$ cat config.mk
export PLATFORM = sky130hd
export DESIGN_NAME = multi_port_fifo
export DESIGN_NICKNAME = d
export VERILOG_FILES = /design/src/rtl/multi_port_fifo.sv
export SDC_FILE = /design/constraint.sdc
export NUM_CORES = 1
export LEC_CHECK = 0
export ABC_AREA = 0
export BUFFER_PORTS_ARGS = -buffer_cell sky130_fd_sc_hd__buf_2
export CAP_MARGIN = 20
export CORE_MARGIN = 2
export CORE_UTILIZATION = 56
export CTS_BUF_LIST = sky130_fd_sc_hd__clkbuf_4
export DETAILED_ROUTE_END_ITERATION = 10
export PLACE_DENSITY = 0.9
export REMOVE_ABC_BUFFERS = 1
export SKIP_LAST_GASP = 1
export SLEW_MARGIN = 20
export SYNTH_ARGS = -nofsm -noshare
export SYNTH_HDL_FRONTEND = slang
export SYNTH_SLANG_ARGS = --single-unit
$ cat constraint.sdc
create_clock -name clk -period 3.6 [get_ports clk]
set_input_delay 0.36 -clock clk [delete_from_list [all_inputs] [get_ports clk]]
set_output_delay 0.36 -clock clk [all_outputs]
set_load 0.02 [all_outputs]
$ cat src/rtl/multi_port_fifo.sv
// ---------------------------------------------------------------------------
// multi_port_fifo
//
// In-order FIFO that accepts up to ENQ_PORTS entries and releases up to
// DEQ_PORTS entries per clock. It is intended for use between superscalar
// pipeline stages, where a redirect squashes the buffered contents through
// flush_i.
//
// Ports
//   clk          rising-edge clock
//   rst_n        asynchronous active-low reset (pointers and count only)
//   flush_i      synchronous clear; same-cycle enqueues and dequeues are void
//   enq_valid_i  per-slot valid, slot 0 oldest
//   enq_ready_o  per-slot ready, derived from the registered count only
//   enq_data_i   slot i at [i*DATA_WIDTH +: DATA_WIDTH]
//   deq_valid_o  per-slot valid, slot 0 is the head entry
//   deq_ready_i  per-slot ready from the consumer
//   deq_data_o   slot i holds entry head+i
//   count_o      occupancy at the start of the cycle
//
// Both handshakes are prefix-contiguous: a slot transfers only if it and
// every lower slot transfer. A gap ends the burst.
//
// Optional feature, macro MULTI_PORT_FIFO_BYPASS_EN:
//   When the FIFO is empty and not flushing, accepted enqueue slots are also
//   presented on the matching dequeue slots in the same cycle. This creates
//   a combinational path from enq_* to deq_*, so deq_ready_i must not feed
//   back into enq_valid_i. Without the macro, every output is derived from
//   registers.
// ---------------------------------------------------------------------------
module multi_port_fifo #(
  parameter int DATA_WIDTH = 32,
  parameter int DEPTH      = 8,
  parameter int ENQ_PORTS  = 2,
  parameter int DEQ_PORTS  = 2
) (
  input  logic                            clk,
  input  logic                            rst_n,
  input  logic                            flush_i,
  input  logic [ENQ_PORTS-1:0]            enq_valid_i,
  output logic [ENQ_PORTS-1:0]            enq_ready_o,
  input  logic [ENQ_PORTS*DATA_WIDTH-1:0] enq_data_i,
  output logic [DEQ_PORTS-1:0]            deq_valid_o,
  input  logic [DEQ_PORTS-1:0]            deq_ready_i,
  output logic [DEQ_PORTS*DATA_WIDTH-1:0] deq_data_o,
  output logic [$clog2(DEPTH+1)-1:0]      count_o
);

  localparam int          PTR_W    = (DEPTH > 1) ? $clog2(DEPTH) : 1;
  localparam int          CNT_W    = $clog2(DEPTH + 1);
  localparam int          ENQ_N_W  = $clog2(ENQ_PORTS + 1);
  localparam int          DEQ_N_W  = $clog2(DEQ_PORTS + 1);
  // DEPTH is a power of two, so masking gives the modulo-DEPTH wrap.
  localparam logic [31:0] IDX_MASK = 32'(DEPTH - 1);

  // State
  logic [DATA_WIDTH-1:0] mem_r [DEPTH];
  logic [PTR_W-1:0]      head_r;
  logic [PTR_W-1:0]      tail_r;
  logic [CNT_W-1:0]      count_r;

  // Enqueue side
  logic [ENQ_PORTS-1:0]  enq_ready_s;
  logic [ENQ_PORTS-1:0]  enq_acc_s;
  logic [ENQ_N_W-1:0]    n_enq_s;
  logic                  enq_run_s;
  logic [PTR_W-1:0]      wr_idx_s [ENQ_PORTS];

  // Dequeue side
  logic [DEQ_PORTS-1:0]            deq_valid_s;
  logic [DEQ_PORTS*DATA_WIDTH-1:0] deq_data_s;
  logic [DEQ_PORTS-1:0]            deq_pop_s;
  logic [DEQ_N_W-1:0]              n_deq_s;
  logic                            deq_run_s;
  logic [PTR_W-1:0]                rd_idx_s [DEQ_PORTS];

  // Next-state
  logic [PTR_W-1:0] head_nxt_s;
  logic [PTR_W-1:0] tail_nxt_s;
  logic [CNT_W-1:0] count_nxt_s;

`ifdef MULTI_PORT_FIFO_BYPASS_EN
  localparam int MAX_P = (ENQ_PORTS > DEQ_PORTS) ? ENQ_PORTS : DEQ_PORTS;
  // Enqueue vectors zero-padded to the wider port count. This lets the
  // dequeue loop index them without going out of range.
  logic [MAX_P-1:0]            byp_valid_s;
  logic [MAX_P*DATA_WIDTH-1:0] byp_data_s;
  logic                        byp_en_s;

  // Widen the accepted-enqueue view for the bypass path
  always_comb begin
    byp_valid_s                          = '0;
    byp_data_s                           = '0;
    byp_valid_s[ENQ_PORTS-1:0]           = enq_acc_s;
    byp_data_s[ENQ_PORTS*DATA_WIDTH-1:0] = enq_data_i;
    if ((count_r == CNT_W'(0)) && !flush_i) begin
      byp_en_s = 1'b1;
    end else begin
      byp_en_s = 1'b0;
    end
  end
`endif

  // Enqueue ready from free space, and the prefix-contiguous acceptance
  always_comb begin
    enq_ready_s = '0;
    enq_acc_s   = '0;
    n_enq_s     = '0;
    enq_run_s   = 1'b1;
    for (int i = 0; i < ENQ_PORTS; i++) begin
      // The check uses registered count only, so a same-cycle pop does not
      // add space.
      if ((32'(DEPTH) - 32'(count_r)) > 32'(i)) begin
        enq_ready_s[i] = 1'b1;
      end else begin
        enq_ready_s[i] = 1'b0;
      end
      if (enq_run_s && enq_valid_i[i] && enq_ready_s[i]) begin
        enq_acc_s[i] = 1'b1;
        n_enq_s      = n_enq_s + ENQ_N_W'(1);
      end else begin
        enq_run_s = 1'b0;
      end
      wr_idx_s[i] = PTR_W'((32'(tail_r) + 32'(i)) & IDX_MASK);
    end
  end

  // Dequeue valid/data presentation and the prefix-contiguous pop
  always_comb begin
    deq_valid_s = '0;
    deq_data_s  = '0;
    deq_pop_s   = '0;
    n_deq_s     = '0;
    deq_run_s   = 1'b1;
    for (int i = 0; i < DEQ_PORTS; i++) begin
      rd_idx_s[i] = PTR_W'((32'(head_r) + 32'(i)) & IDX_MASK);
      if (32'(count_r) > 32'(i)) begin
        deq_valid_s[i] = 1'b1;
      end else begin
        deq_valid_s[i] = 1'b0;
      end
      deq_data_s[i*DATA_WIDTH +: DATA_WIDTH] = mem_r[rd_idx_s[i]];
`ifdef MULTI_PORT_FIFO_BYPASS_EN
      // When empty, the storage slots are all invalid, so the incoming
      // slots can take their place directly.
      if (byp_en_s) begin
        deq_valid_s[i]                         = byp_valid_s[i];
        deq_data_s[i*DATA_WIDTH +: DATA_WIDTH] = byp_data_s[i*DATA_WIDTH +: DATA_WIDTH];
      end else begin
        deq_valid_s[i] = deq_valid_s[i];
      end
`endif
      if (deq_run_s && deq_valid_s[i] && deq_ready_i[i]) begin
        deq_pop_s[i] = 1'b1;
        n_deq_s      = n_deq_s + DEQ_N_W'(1);
      end else begin
        deq_run_s = 1'b0;
      end
    end
  end

  // Pointer and occupancy next-state
  always_comb begin
    head_nxt_s  = PTR_W'((32'(head_r) + 32'(n_deq_s)) & IDX_MASK);
    tail_nxt_s  = PTR_W'((32'(tail_r) + 32'(n_enq_s)) & IDX_MASK);
    // A bypass pop occurs only while count is 0, and it pops only entries
    // being enqueued in the same cycle. So n_deq never exceeds count + n_enq.
    count_nxt_s = count_r + CNT_W'(n_enq_s) - CNT_W'(n_deq_s);
  end

  // Pointer/count registers: async reset, flush clears synchronously
  always_ff @(posedge clk or negedge rst_n) begin
    if (!rst_n) begin
      head_r  <= '0;
      tail_r  <= '0;
      count_r <= '0;
    end else if (flush_i) begin
      head_r  <= '0;
      tail_r  <= '0;
      count_r <= '0;
    end else begin
      head_r  <= head_nxt_s;
      tail_r  <= tail_nxt_s;
      count_r <= count_nxt_s;
    end
  end

  // Storage writes. Contents are not reset. Under bypass, an entry that
  // pops in the same cycle is still written, but into a slot that head
  // skips past, so it is never observed.
  always_ff @(posedge clk) begin
    for (int k = 0; k < ENQ_PORTS; k++) begin
      if (enq_acc_s[k] && !flush_i) begin
        mem_r[wr_idx_s[k]] <= enq_data_i[k*DATA_WIDTH +: DATA_WIDTH];
      end
    end
  end

  assign enq_ready_o = enq_ready_s;
  assign deq_valid_o = deq_valid_s;
  assign deq_data_o  = deq_data_s;
  assign count_o     = count_r;

endmodule
== Word-level counts from Yosys, hierarchy flattened ==
Memory sizes are Yosys's and may differ from the RTL's.
Index checks and enable logic that the tools add are counted.
Word-level totals
  bits in registers: 10
  RAM bits: 256
  input bits: 71
  output and inout bits: 72
  word-level logic and storage cells: 44
  memories kept: 1
Operators by class
  add/subtract/negate cells: 9
  order comparisons: 4
  mux-type cells: 18
  reduce and logical (&&, ||, !) cells: 9
Memory list
  mem_r: depth 8, bits a word 32, rd ports 2, clocked after memory_dff 0, wr ports 2, RTL line 57  | logic [DATA_WIDTH-1:0] mem_r [DEPTH];
Operators with widths (number)
  > comparator 32 x 1 -> 1 bit, second input constant: 2
  2-to-1 mux 1 bit: 13
  > comparator 4 x 1 -> 1 bit, second input constant: 2
  logical AND 1 bit: 8
  adder 3 x 1 -> 3 bit, second input constant: 2
  adder 3 x 2 -> 3 bit: 2
  2-to-1 mux 3 bit: 2
  subtractor 4 x 4 -> 5 bit, first input constant: 1
  adder 2 x 1 -> 2 bit, second input constant: 2
  adder 4 x 2 -> 4 bit: 1
  2-to-1 mux 2 bit: 2
  2-to-1 mux 4 bit: 1
  subtractor 4 x 2 -> 4 bit: 1
  logical NOT 1 bit: 1

== Depth between registers and ports, before layout ==
Gate-level depths: netlist (run 1).
  depth in word-level cells: 11
  depth in mapped cells: 13
  depth with buffers taken out: 13

== Worst setup path before layout (run 1) ==
Ideal clock, no wire load.
  path type: register to register
  start point: register count_r[2] (netlist: count_o[2])
  end point: memory mem_r[2][0] (enable)
  setup time: 466 ps
  arrival: 3618 ps
  required time: 3134 ps
  setup slack: -484 ps
  stages on the path, launching flop included: 6
  path buffers: 0
  period minus slack after synthesis: 4084 ps
  cells stage by stage: dfrtp_1 -> inv_1 -> ha_1 -> nand2_1 -> nand3_1 -> o21ai_0
RTL lines
  from (decl): RTL line 60  | logic [CNT_W-1:0] count_r;
  from (signal assigned): RTL line 184  | count_r <= count_nxt_s;
  to (decl): RTL line 57

== Worst setup path in the final report (run 1) ==
  start point: register head_r[0]
  end point: output deq_data_o[43]
On the way
  word-level cells in the longest chain between the ends: 2
Ends and longest elaborated chain
  from (decl): RTL line 58  | logic [PTR_W-1:0] head_r;
  from (signal assigned): RTL line 182  | head_r <= head_nxt_s;
  adder 3 x 1 -> 3 bit: RTL line 136  | rd_idx_s[i] = PTR_W'((32'(head_r) + 32'(i)) & IDX_MASK);
  memory (8 x 32 bit)
  to (decl): RTL line 45  | output logic [DEQ_PORTS*DATA_WIDTH-1:0] deq_data_o,
Every way passes these cells.

==> run summary, run 1 <==
CP endpoint kind -> output pin
Critical Path Fanout Max -> 64
Post-DRT Antenna Nets -> 0
Final Cell Area -> 17900 um^2
TritonCTS clock tree -> done
most common cell after layout, fill and taps aside -> mux2_2
worst min path class -> input pin to flip-flop
dpl cells -> 1347
GRT overflow -> 0
H-tree levels -> 3
layout cells sized above 1 -> 68.4%
Total Power -> 0.0114 W
WL per Instance -> 25.8 um
sequential share of the synthesized area -> 50.5%
Inserted Clock Buffers -> 71
# DRC -> 0
Final setup viols -> 0
I/O pins -> 143
vias -> 9407
fmax -> 0.294 GHz
top post-synthesis cells by area -> edfxtp_1 49%, mux2_2 19%, mux4_2 18%
critical path arrival -> 3040 ps
RSZ-0062 raised after global routing -> no
port bufs -> 142
clk buf depth -> 3
fin crit share -> 94.4%
Via-to-Cell Ratio -> 6.37
vias in the first global route -> 9894
Placed Area -> 17000 um^2
Final Wtd Congestion -> 0.823
Die Ht -> 172 um
Min Clock Period, post-route -> 3400 ps
Max Transition Viols Final -> 0
slowest CP cell -> mux4_2
Worst-Skew Late Latency -> 710 ps
Yosys warnings -> 0
first-pass GRT wire length -> 57400 um
Layout Utilization -> 64.7%
Layout Cells excl Fill -> 1476
Max-Cap Viols -> 0
Netlist cell types -> 38
Layout Area Growth over Synthesis -> 14.0%
pwr dens -> 636 nW/um^2
Synth Area per Inst -> 18.2 um^2
initial antenna violation count -> 4
Floorplan Core Area -> 27700 um^2
Die W -> 172 um
Clock Skews -> 46.0 ps
LEAKAGE -> 6.23 nW
gr usage total -> 26.4%
Syn Inst Count -> 866
number of detailed-route iterations in the first pass -> 5
final net count -> 1131
Initial Util -> 56.8%
Layout fillers -> 1824
most frequent cells in the layout -> 262 x mux2_2, 256 x edfxtp_1, 142 x buf_2
drt first-iter violations -> 942
HPWL after DPL -> 22200 um
CP cell instances -> ha_4, buf_12, mux4_2, mux2_2, buf_2
clk sink count -> 266
worst slew pin tran -> 1120 ps
cell family with most CP delay -> multiplexers
post-synth top area share -> 48.9%
#FFs+latches synth -> 266
status -> finished, final reports clean
Mapped Area -> 15700 um^2
WL final -> 38000 um
slew margin rel. -> 25.0%
num rows -> 61
area leader, netlist -> edfxtp_1
clock slew at reported path FFs -> 60 ps
critical path data required time -> 3240 ps
largest net degree at the start of global routing -> 130
WS Path Type -> flip-flop to output pin
Final Hold Fails -> 0
peak supply drop -> 0.661 mV
CP bufs+invs -> 2
Die ar. -> 29500 um^2
Critical Path Max Stage Delay -> 600 ps
CP Launch Type -> flip-flop
Clock Tree Root -> clkbuf_4
## registers in the layout, indices dropped and copies added, names as in the netlist
signal	cells
mem_r	256
tail_r	3
count_o	4
head_r	3
## kinds of logic after synthesis
logic type	count (synthesis)	synth area share, %
AO/OA/AOI/OAI	14	0.636
XOR/XNOR	7	0.390
adder cells (fa/ha/maj)	17	1.54
buffers and inverters	74	2.76
flip-flops	266	50.5
multiplexers	448	42.6
AND/OR/NAND/NOR	40	1.61
## final timing paths
check	start	end	slack, ps	cells after the start
max	head_r[0]	deq_data_o[43]	200	5
min	flush_i	count_o[2]	50	2
max reg2reg	count_o[2]	count_o[3]	550	13
min reg2reg	tail_r[2]	tail_r[2]	720	2
max in group asynchronous	rst_n	head_r[1]	3300	2
min in group asynchronous	rst_n	head_r[0]	70	2
## repair_timing
item	CTS	global route
resized for setup	0	0
endpoints found under the hold margin	10	0
setup buffers	0	0
hold buffers	1	0
## layout make-up
class / instances / area [um^2] / share of cell area, %
Sequential cell: 266 / 7950 / 44.3
Multi-Input combinational cell: 526 / 7480 / 41.7
Timing Repair Buffer: 167 / 1030 / 5.72
Clock buffer: 98 / 736 / 4.10
Tap cell: 378 / 473 / 2.64
Clock inverter: 26 / 219 / 1.22
Inverter: 11 / 41.3 / 0.230
Antenna cell: 4 / 10.0 / 0.0558
## power breakdown
group	internal (W)	leakage [nW]	switching, W
sequential	0.00364	2.45	0.000121
combinational	0.00235	3.23	0.00248
clock	0.00155	0.552	0.00127
## cells in the mapped netlist
master    count
edfxtp_1    256
buf_6         2
and3_2        1
a211oi_4      1
buf_1         2
and4b_2       1
mux4_2      128
a21o_2        1
o21bai_1      2
nand3_1       2
nand3_2       2
buf_12        6
dfrtp_1      10
or3b_2        1
ha_1         13
nand4b_1      1
a21o_1        1
o21ai_0       6
mux2_2      262
nor4_1        2
nor2b_1       5
fa_1          4
or3_1         1
mux2_4       58
a21oi_2       1
clkbuf_1     18
xnor2_1       4
and2_1        2
nor4b_4       1
nor2_1        9
and3_1        3
nand2_2       4
nand2_1       4
buf_2        35
inv_1        11
nand3b_1      1
a21oi_1       2
xor2_1        3
## through the flow
step	TNS (ps)	hold slack, ps	worst slack, ps
after floorplan	-311880	64.4	-4250
after global placement	0	231	663
after detailed placement	0	236	552
after CTS	0	6.79	153
after global routing	0	17.8	98.5
final	0	45.9	201
## routing by layer
layer	wire length, um	track usage (%)	vias up
li1	-	-	4006
met1	14900	34.8	4829
met2	19000	43.5	497
met3	3320	6.01	73
met4	802	9.21	2
met5	13	0	-
Power figures use the tool's default switching activity.
==> run 2, diff against run 1 <==
--- a/config.mk
+++ b/config.mk
@@ -9,10 +9,10 @@
 export BUFFER_PORTS_ARGS = -buffer_cell sky130_fd_sc_hd__buf_2
 export CAP_MARGIN = 20
 export CORE_MARGIN = 2
-export CORE_UTILIZATION = 56
+export CORE_UTILIZATION = 45
 export CTS_BUF_LIST = sky130_fd_sc_hd__clkbuf_4
 export DETAILED_ROUTE_END_ITERATION = 10
-export PLACE_DENSITY = 0.9
+export PLACE_DENSITY = 0.77
 export REMOVE_ABC_BUFFERS = 1
 export SKIP_LAST_GASP = 1
 export SLEW_MARGIN = 20
==> run summary, run 2 (same netlist as run 1, synthesis figures left out) <==
status -> finished, final reports clean
initial antenna violation count -> 6
most frequent CP cell -> buf_4
Total Power -> 0.0116 W
grt met3 use -> 4.50%
cell-internal power -> 0.00764 W
TritonCTS clock tree -> done
final hold slack -> 56.2 ps
largest net degree at the start of global routing -> 130
Min Clock Period, post-route -> 3420 ps
HPWL after DPL -> 23700 um
fin crit share -> 95.0%
most common cell after layout, fill and taps aside -> mux2_2
pwr dens -> 639 nW/um^2
clock slew at reported path FFs -> 60 ps
sw frac -> 34.0%
Critical Path Fanout Max -> 48
port bufs -> 142
# DRC -> 0
Psw -> 0.00393 W
most frequent cells in the layout -> 262 x mux2_2, 256 x edfxtp_1, 142 x buf_2
Initial Util -> 45.7%
clock power share -> 25.2%
cell family with most CP delay -> buffers and inverters
critical path arrival -> 3060 ps
Seq pwr share -> 32.5%
Clock Skews -> 40.9 ps
Final Hold Fails -> 0
Inserted Clock Buffers -> 77
LEAKAGE -> 6.30 nW
WL per Instance -> 24.9 um
RR Startpoint -> count_o[2]
met1 usage -> 28.5%
first-pass GRT wire length -> 59500 um
Setup WS pre-CTS -> 572 ps
CP bufs+invs -> 3
RSZ-0062 raised after global routing -> no
CP endpoint kind -> output pin
number of detailed-route iterations in the first pass -> 5
Layout Area Growth over Synthesis -> 15.0%
WS Path Type -> flip-flop to output pin
WL final -> 39200 um
Hold Startpoint -> enq_data_i[22]
clk buf depth -> 3
register area -> 7950 um^2
fmax -> 0.292 GHz
H-tree levels -> 3
Post-CTS Hold Fix Bufs -> 2
Layout Utilization -> 52.5%
num rows -> 68
R2R Setup Slk -> 550 ps
Die W -> 191 um
Critical Path Max Stage Delay -> 720 ps
gr usage total -> 22.0%
post_cts resized -> 0
Clock Tree Root -> clkbuf_4
number of flip-flops in the largest register -> 256
Floorplan Core Area -> 34500 um^2
Max Transition Viols Final -> 0
slowest CP cell -> buf_4
clk sink count -> 266
dpl cells -> 1429
worst slew pin tran -> 1050 ps
Layout Cells excl Fill -> 1572
Via-to-Cell Ratio -> 5.96
drt first-iter violations -> 748
Die ar. -> 36500 um^2
CP Launch Type -> flip-flop
vias -> 9371
Max-Cap Viols -> 0
setup ws final -> 181 ps
CP cell instances -> buf_4, buf_4, mux4_2, mux2_2, buf_2
Die Ht -> 191 um
Multi-input gate area -> 7480 um^2
Worst-Skew Late Latency -> 680 ps
Final setup viols -> 0
GRT overflow -> 0
I/O pins -> 143
layout cells sized above 1 -> 69.5%
Final Wtd Congestion -> 0.816
worst min path class -> input pin to flip-flop
final net count -> 1143
slew margin rel. -> 29.8%
CP Launch Point -> head_r[1]
vias in the first global route -> 10100
Layout fillers -> 2797
busiest grt layer -> met2
peak supply drop -> 0.435 mV
logic gate share of total power -> 42.3%
critical path data required time -> 3240 ps
post-CTS setup buffer count -> 0
GR Layer Usage met2 -> 36.9%
Post-DRT Antenna Nets -> 0
## run 2: per-stage QoR
step                      setup TNS [ps]  instance area (um^2)
after floorplan                  -311880                 15300
after global placement                 0                 17100
after detailed placement               0                 17100
after CTS                              0                 18100
after global routing                   0                 18100
final                                  0                 18100
## run 2: layout make-up
class	instances	share of cell area, %
inverter	11	0.228
tap	455	3.15
clock inverter	17	0.698
multi-input combinational	526	41.4
clock buffer	117	4.85
sequential	266	43.9
timing repair buffer	173	5.72
antenna	7	0.0968
## run 2: worst paths after layout
kind	end	cells past startpoint
min in group asynchronous	tail_r[1]	2
max in group asynchronous	head_r[1]	2
min reg2reg	tail_r[1]	3
max reg2reg	count_o[3]	13
max	deq_data_o[18]	5
min	mem_r[0][22]	2
## run 2: power by group through the flow
stage / Clock, W / Sequential (W) / Combinational [W]
floorplan: 0 / 0.00405 / 0.00351
global placement: 0 / 0.00380 / 0.00494
detailed placement: 0 / 0.00382 / 0.00496
CTS: 0.00299 / 0.00376 / 0.00499
global route: 0.00315 / 0.00377 / 0.00525
finish: 0.00292 / 0.00376 / 0.00490
## run 2: per-layer routing
| metal | part of all wire [%] | wire length, um | up-vias |
|---|---|---|---|
| met1 | 41 | 16000 | 4892 |
| li1 | - | - | 4038 |
| met4 | 2.0 | 790 | 4 |
| met5 | 0.056 | 22 | - |
| met3 | 7.2 | 2810 | 73 |
| met2 | 50 | 19600 | 364 |
